==> src/rtl/afifo_wr_ctrl.sv <==
// Write-side controller of an asynchronous FIFO: pointer, Gray export, read-pointer
// synchronizer, full/almost-full/level flags and sticky overflow.
module afifo_wr_ctrl #(
  parameter int DW          = 64,
  parameter int AW          = 15,
  parameter int PW          = AW + 1,
  parameter int SYNC_STAGES = 2
) (
  input  logic          wclk,
  input  logic          rst_n,
  input  logic          push,
  input  logic [DW-1:0] data_in,
  input  logic [PW-1:0] rd_gray_ptr,
  input  logic [PW-1:0] af_level,
  input  logic          clr_ovf,
  output logic          wen,
  output logic [DW-1:0] wr_data,
  output logic [AW-1:0] wr_addr,
  output logic [PW-1:0] wr_gray_ptr,
  output logic          full,
  output logic          alFull,
  output logic [PW-1:0] level,
  output logic          ovf
);

  logic [PW-1:0] wr_ptr;
  logic [PW-1:0] next_wr_ptr;
  logic [PW-1:0] next_level;
  logic [PW-1:0] rd_ptr_s;
  logic [PW-1:0] sync_q [SYNC_STAGES];
  logic          accept;

  function automatic logic [PW-1:0] gray2bin(input logic [PW-1:0] g);
    logic [PW-1:0] b;
    b[PW-1] = g[PW-1];
    for (int i = PW - 2; i >= 0; i--) begin
      b[i] = b[i+1] ^ g[i];
    end
    return b;
  endfunction

  // NOTE: flags are computed from next_wr_ptr, not wr_ptr, so a push accepted this
  // cycle is already counted when full is evaluated next cycle; no overrun window.
  always_comb begin
    accept      = push && !full;
    next_wr_ptr = wr_ptr + {{(PW-1){1'b0}}, accept};
    next_level  = next_wr_ptr - rd_ptr_s;
  end

  always_ff @(posedge wclk or negedge rst_n) begin
    if (!rst_n) begin
      for (int i = 0; i < SYNC_STAGES; i++) begin
        sync_q[i] <= '0;
      end
      rd_ptr_s <= '0;
    end else begin
      sync_q[0] <= rd_gray_ptr;
      for (int i = 1; i < SYNC_STAGES; i++) begin
        sync_q[i] <= sync_q[i-1];
      end
      rd_ptr_s <= gray2bin(sync_q[SYNC_STAGES-1]);
    end
  end

  // NOTE: non-blocking assignments throughout, so every flag samples the pre-edge state.
  always_ff @(posedge wclk or negedge rst_n) begin
    if (!rst_n) begin
      wr_ptr      <= '0;
      wen         <= 1'b0;
      wr_data     <= '0;
      wr_addr     <= '0;
      wr_gray_ptr <= '0;
      full        <= 1'b0;
      alFull      <= 1'b0;
      level       <= '0;
      ovf         <= 1'b0;
    end else begin
      wen <= accept;
      if (accept) begin
        wr_data <= data_in;
        wr_addr <= wr_ptr[AW-1:0];
      end
      wr_ptr      <= next_wr_ptr;
      wr_gray_ptr <= next_wr_ptr ^ (next_wr_ptr >> 1);
      full        <= (next_wr_ptr[PW-1] != rd_ptr_s[PW-1]) &&
                     (next_wr_ptr[PW-2:0] == rd_ptr_s[PW-2:0]);
      level       <= next_level;
      alFull      <= (next_level >= af_level);
      // A dropped push outranks a simultaneous clear.
      if (push && full) begin
        ovf <= 1'b1;
      end else if (clr_ovf) begin
        ovf <= 1'b0;
      end
    end
  end

endmodule

==> config.mk <==
export PLATFORM = sky130hd
export DESIGN_NAME = afifo_wr_ctrl
export DESIGN_NICKNAME = d
export VERILOG_FILES = /design/src/rtl/afifo_wr_ctrl.sv
export SDC_FILE = /design/constraint.sdc
export NUM_CORES = 1
export LEC_CHECK = 0
export ABC_AREA = 1
export CAP_MARGIN = 20
export CORE_MARGIN = 2
export CORE_UTILIZATION = 48
export DETAILED_ROUTE_END_ITERATION = 16
export PLACE_DENSITY = 0.81
export SYNTH_ARGS = -nofsm -noshare
export SYNTH_HDL_FRONTEND = slang
export SYNTH_SLANG_ARGS = --single-unit
==> constraint.sdc <==
create_clock -name wclk -period 6.6 [get_ports wclk]
set_clock_uncertainty 0.1 [all_clocks]
set_input_delay 0.66 -clock wclk [delete_from_list [all_inputs] [get_ports wclk]]
set_output_delay 0.66 -clock wclk [all_outputs]
set_load 0.01 [all_outputs]
# Yosys cells after proc, flatten, opt, wreduce, memory -nomap -nowiden
# Index checks and enable logic that the tools add are counted.
[totals] reg_bits=179 elab_cells=40
[classes] n_addsub=2 n_lt_le_gt_ge=1 n_eq_ne=2 muxes=2 n_bitwise=16 reduce_logical=5
[ops] op="16-bit by 1-bit adder with 16-bit output" n=1
[ops] op="16-bit greater-or-equal comparator" n=1
[ops] op="16-bit subtractor" n=1
[ops] op="16-bit by 15-bit bitwise XOR with 16-bit output" n=1
[ops] op="15-bit == test" n=1
[ops] op="1-bit bitwise XOR" n=15
[ops] op="1-bit logical AND" n=3
[ops] op="1-bit 2-to-1 mux" n=2
[ops] op="2-bit nonzero test" n=1
[ops] op="1-bit zero test" n=1
[ops] op="1-bit inequality test" n=1

# Logic depth before layout (Yosys ltp)
[logic_depth] ltp_word=15 depth_mapped=29 mapped_depth_nobuf=28

# Least setup slack after synthesis
# No wires, ideal clock.
[synth_timing] kind="in2reg" start="input push" end="register alFull" setup_time_ps=146 t_arrival_ps=4613 required_ps=6354 path_slack_ps=1741 stages=29 path_buffers=1 cell_sequence="inv_1 nor2_1 clkbuf_1 ha_1 ha_1 nand2_1 nor2_1 inv_1 nor2_1 inv_1 nor2_1 inv_1 nand2_1 inv_1 ha_1 nand4_1 o221ai_1 a21oi_1 o21ai_0 a21oi_1 o21bai_1 a21oi_1 o21ai_0 xor2_1 ha_1 a21oi_1 nor2_1 nor2_1 o311ai_0"
[synth_between] elab_chain_len=4
[synth_lines] item="start: declaration" line_no="11" text="input logic push,"
[synth_lines] item="1-bit logical AND" line_no="45" text="accept = push && !full;"
[synth_lines] item="net accept" line_no="31" text="logic accept;"
[synth_lines] item="16-bit by 1-bit adder with 16-bit output" line_no="46" text="next_wr_ptr = wr_ptr + {{(PW-1){1'b0}}, accept};"
[synth_lines] item="net next_wr_ptr[6]" line_no="27" text="logic [PW-1:0] next_wr_ptr;"
[synth_lines] item="16-bit subtractor" line_no="47" text="next_level = next_wr_ptr - rd_ptr_s;"
[synth_lines] item="net next_level[13]" line_no="28" text="logic [PW-1:0] next_level;"
[synth_lines] item="16-bit greater-or-equal comparator" line_no="88" text="alFull <= (next_level >= af_level);"
[synth_lines] item="end signal: assignment" line_no="88"
[synth_lines] item="end: declaration" line_no="21" text="output logic alFull,"
# The timed path passes the listed nets, and every way through them passes these cells.
# A chain may end at the register's enable or synchronous reset.

# Worst setup path in the final report
[layout_timing] start="input push" end="register alFull"
[layout_between] elab_chain_len=4
[layout_lines] item="1-bit logical AND" line_no="45"
[layout_lines] item="16-bit by 1-bit adder with 16-bit output" line_no="46"
[layout_lines] item="net next_wr_ptr[6]" line_no="27"
[layout_lines] item="16-bit subtractor" line_no="47"
[layout_lines] item="net next_level[13]" line_no="28"
[layout_lines] item="16-bit greater-or-equal comparator" line_no="88"
# The timed path passes the listed nets, and every way through them passes these cells.

==> results.py <==
metrics = {
    "floorplanning": {
        "fp.dieW_um": 129,
        "num_io_pins": 215,
        "fp.dieH_um": 129,
        "initial_utilization_pct": 49.2,
        "coreArea_um2": 15300,
        "die-area_um2": 16600,
        "fp-row-count": 45,
    },
    "global_routing": {
        "grt_overflow": 0,
        "grt_pass1_vias": 5453,
        "grt_antenna_before_repair": 0,
        "grt_usage_pct": 20.8,
        "grt_pass1_wl_um": 26600,
        "grt_max_degree": 104,
    },
    "clock_tree": {
        "cts_tree": "done",
        "postCtsSetupBuffers": 0,
        "cts_max_path_buffers": 2,
        "cts_made_buffers": 17,
        "insertion_delay_ns": 0.42,
        "clock_sinks": 178,
        "clk_pin_slew_ns": 0.06,
        "ctsHoldBuffers": 0,
        "htree_levels": 4,
        "cts_resized": 0,
        "cts-root-buf": "clkbuf_16",
    },
    "power_and_ir_drop": {
        "ir_worst_vdd_v": 0.000260,
        "power.leakage_uw": 0.00523,
        "p_per_area_nw_per_um2": 361,
        "total_power_uw": 3770,
    },
    "layout": {
        "layout-drive-gt1-share_pct": 6.81,
        "area_delta_synth_final_pct": 39.2,
        "fin_nets": 1120,
        "antenna_cells": 0,
        "fin_util_pct": 68.4,
    },
    "route": {
        "avgRoutedWirePerCell_um": 14.0,
        "viasPerCell": 4.68,
        "drc": 0,
        "final_antenna_net_count": 0,
        "first_iter_violations": 330,
        "firstDrtPassIters": 7,
        "vias": 5667,
        "routed_wirelength_um": 16900,
    },
    "logic_synthesis": {
        "synth_nets": 901,
        "synth_edf_count": 0,
        "yosysWarnings": 0,
        "yosys_register_bits": 178,
        "async_flop_share_pct": 100,
        "synth-seq-area-share_pct": 59.4,
        "postSynthCellCount": 767,
        "syn_area_per_cell_um2": 9.78,
        "netlist_area_um2": 7500,
        "yosysUniqueCellTypes": 37,
        "synth_ff_type": "dfrtp_1",
    },
    "worst_setup_path": {
        "required_ns": 6.78,
        "arrival_ns": 5.07,
        "crit_family": "compound AO/OA/AOI/OAI gates",
        "start_kind": "input pin",
        "r2r_setup_slack_ns": 2.05,
        "crit_type": "in2reg",
        "slowest_delay_ns": 0.47,
        "crit_slowest_cell": "clkdlybuf4s50_1",
        "cp-end-kind": "register",
        "critPathBufInv": 6,
        "crit_fanout": 5,
    },
    "timing": {
        "period_minus_slack_ns": 4.88,
        "finalHoldViolations": 0,
        "slew-limit-headroom_pct": 38.0,
        "fmax_mhz": 205,
        "setup_viol_count_final": 0,
        "drv_slew": 0,
        "worstMarginPinSlew_ns": 0.930,
        "tns_ns": 0,
        "rsz0062_at_grt": "false",
        "post-route-period-util_pct": 74.0,
        "fin_ws_ns": 1.72,
    },
    "worst_hold_path": {
        "min_path_type": "in2async",
    },
    "placed_design": {
        "place_ws_ns": 1.31,
        "dp_hpwl_um": 12300,
        "portBuffers": 214,
        "globalplace.congestion": 0.890,
    },
    "run_status": {
        "outcome": "completed",
    },
    "job": {
        "maxCapViolations": 0,
    },
}
-- area by class of cell --
cell class | count | area (µm²)
clock buffer | 18 | 429
clock inverter | 14 | 139
fill | 1192 | 4820
inverter | 104 | 390
multi-input combinational | 468 | 2600
sequential | 178 | 4450
tap | 211 | 264
timing repair buffer | 217 | 2170
-- cells in the final DEF (no fill, tap or decap), types with 2 or more instances in the layout --
cell             netlist  layout
inv_1                103     103
a31oi_1                2       2
and2_1                 2       2
nand2_1              259     259
clkinv_4               0       3
clkinv_2               0       7
nand3_4                3       3
o21a_1                 4       4
o31ai_1                2       2
ha_1                  33      33
nand4_1                5       5
xnor2_1                6       6
nand2_2               14      14
buf_4                  1       3
dfrtp_1              178     178
a21oi_1               19      19
clkbuf_16              0      17
nor3_1                 3       3
nand3_1               22      22
nor4_1                 2       2
bufinv_16              0       2
inv_6                  0       2
o21ai_0               17      17
nand3b_1               2       2
nor2_1                17      16
nand3_2               10      10
xor2_1                33      33
clkdlybuf4s50_1        0     213
o221ai_1               2       2
-- metal layers --
layer | track usage [%] | wire length (µm) | vias up
met5 | 0 | 0 | -
met4 | 9.91 | 538 | 0
met3 | 4.58 | 745 | 35
met2 | 33.4 | 8190 | 166
met1 | 27.3 | 7410 | 2656
li1 | - | - | 2810
-- Yosys cell counts (3+ instances only) --
cell / n / area, µm²
nand2_1: 259 / 972
dfrtp_1: 178 / 4450
inv_1: 103 / 387
ha_1: 33 / 413
xor2_1: 33 / 289
nand3_1: 22 / 110
a21oi_1: 19 / 95.1
nor2_1: 17 / 63.8
o21ai_0: 17 / 85.1
clkbuf_1: 15 / 56.3
nand2_2: 14 / 87.6
nand3_2: 10 / 100
xnor2_1: 6 / 52.6
nand4_1: 5 / 31.3
o21a_1: 4 / 30.0
nand3_4: 3 / 52.6
nor3_1: 3 / 15.0
-- where the power goes --
group	switching [µW]	total, µW	internal [µW]
Sequential	86.2	1380	1300
Combinational	777	1420	643
Clock	411	967	556
Total	1270	3770	2500
-- metrics by stage --
| stage | area, µm² | hold WS, ns | instances |
|---|---|---|---|
| global placement | 9870 | 0.233 | 1178 |
| global route | 10400 | 0.254 | 1210 |
| CTS | 10400 | 0.249 | 1210 |
| detailed placement | 9870 | 0.235 | 1178 |
| finish | 10400 | 0.237 | 1210 |
| floorplan | 7500 | 0.231 | 767 |
-- logic make-up (layout without fill, tap and decap cells) --
family,count (synthesis),count (layout),share of synthesized area (%)
XOR/XNOR,39,39,4.55
adder cells (fa/ha/maj),34,34,5.77
AO/OA/AOI/OAI,51,51,3.95
AND/OR/NAND/NOR,344,344,20.2
flip-flops,178,178,59.4
buffers and inverters,121,353,6.10
-- worst reg2reg max path, stage by stage, from the launching register on --
cell and delay [ns]:
dfrtp_1 0.41, nor2_4 0.12, ha_1 0.17, ha_1 0.18, nand2_1 0.08, nor2_1 0.10
inv_1 0.05, nor2_1 0.08, inv_1 0.05, nor2_1 0.08, inv_1 0.06, nand2_1 0.10
inv_1 0.08, ha_1 0.37, nand4_1 0.12, o221ai_1 0.33, a21oi_1 0.11, o21ai_0 0.27
a21oi_1 0.11, o21bai_1 0.21, a21oi_1 0.09, o21ai_0 0.20, xor2_1 0.21, ha_1 0.27
a21oi_1 0.16, nor2_1 0.07, nor2_1 0.09, o311ai_0 0.12
-- sequential cells by signal, indices dropped and copies added (netlist names) --
signal and flops:
alFull 1, full 1, level 16, ovf 1
rd_ptr_s 16, sync_q 32, wen 1, wr_addr 15
wr_data 64, wr_gray_ptr 16, wr_ptr 15
-- final timing paths --
kind                       cells past startpoint        from    endpoint
max reg2reg                                   27        full      alFull
max in group asynchronous                      2       rst_n  wr_addr[4]
min reg2reg                                    0  sync_q[29]  sync_q[13]
min in group wclk                              0  sync_q[29]  sync_q[13]
min                                            1       rst_n  sync_q[30]
max                                           29        push      alFull
Power figures use the tool's default switching activity.
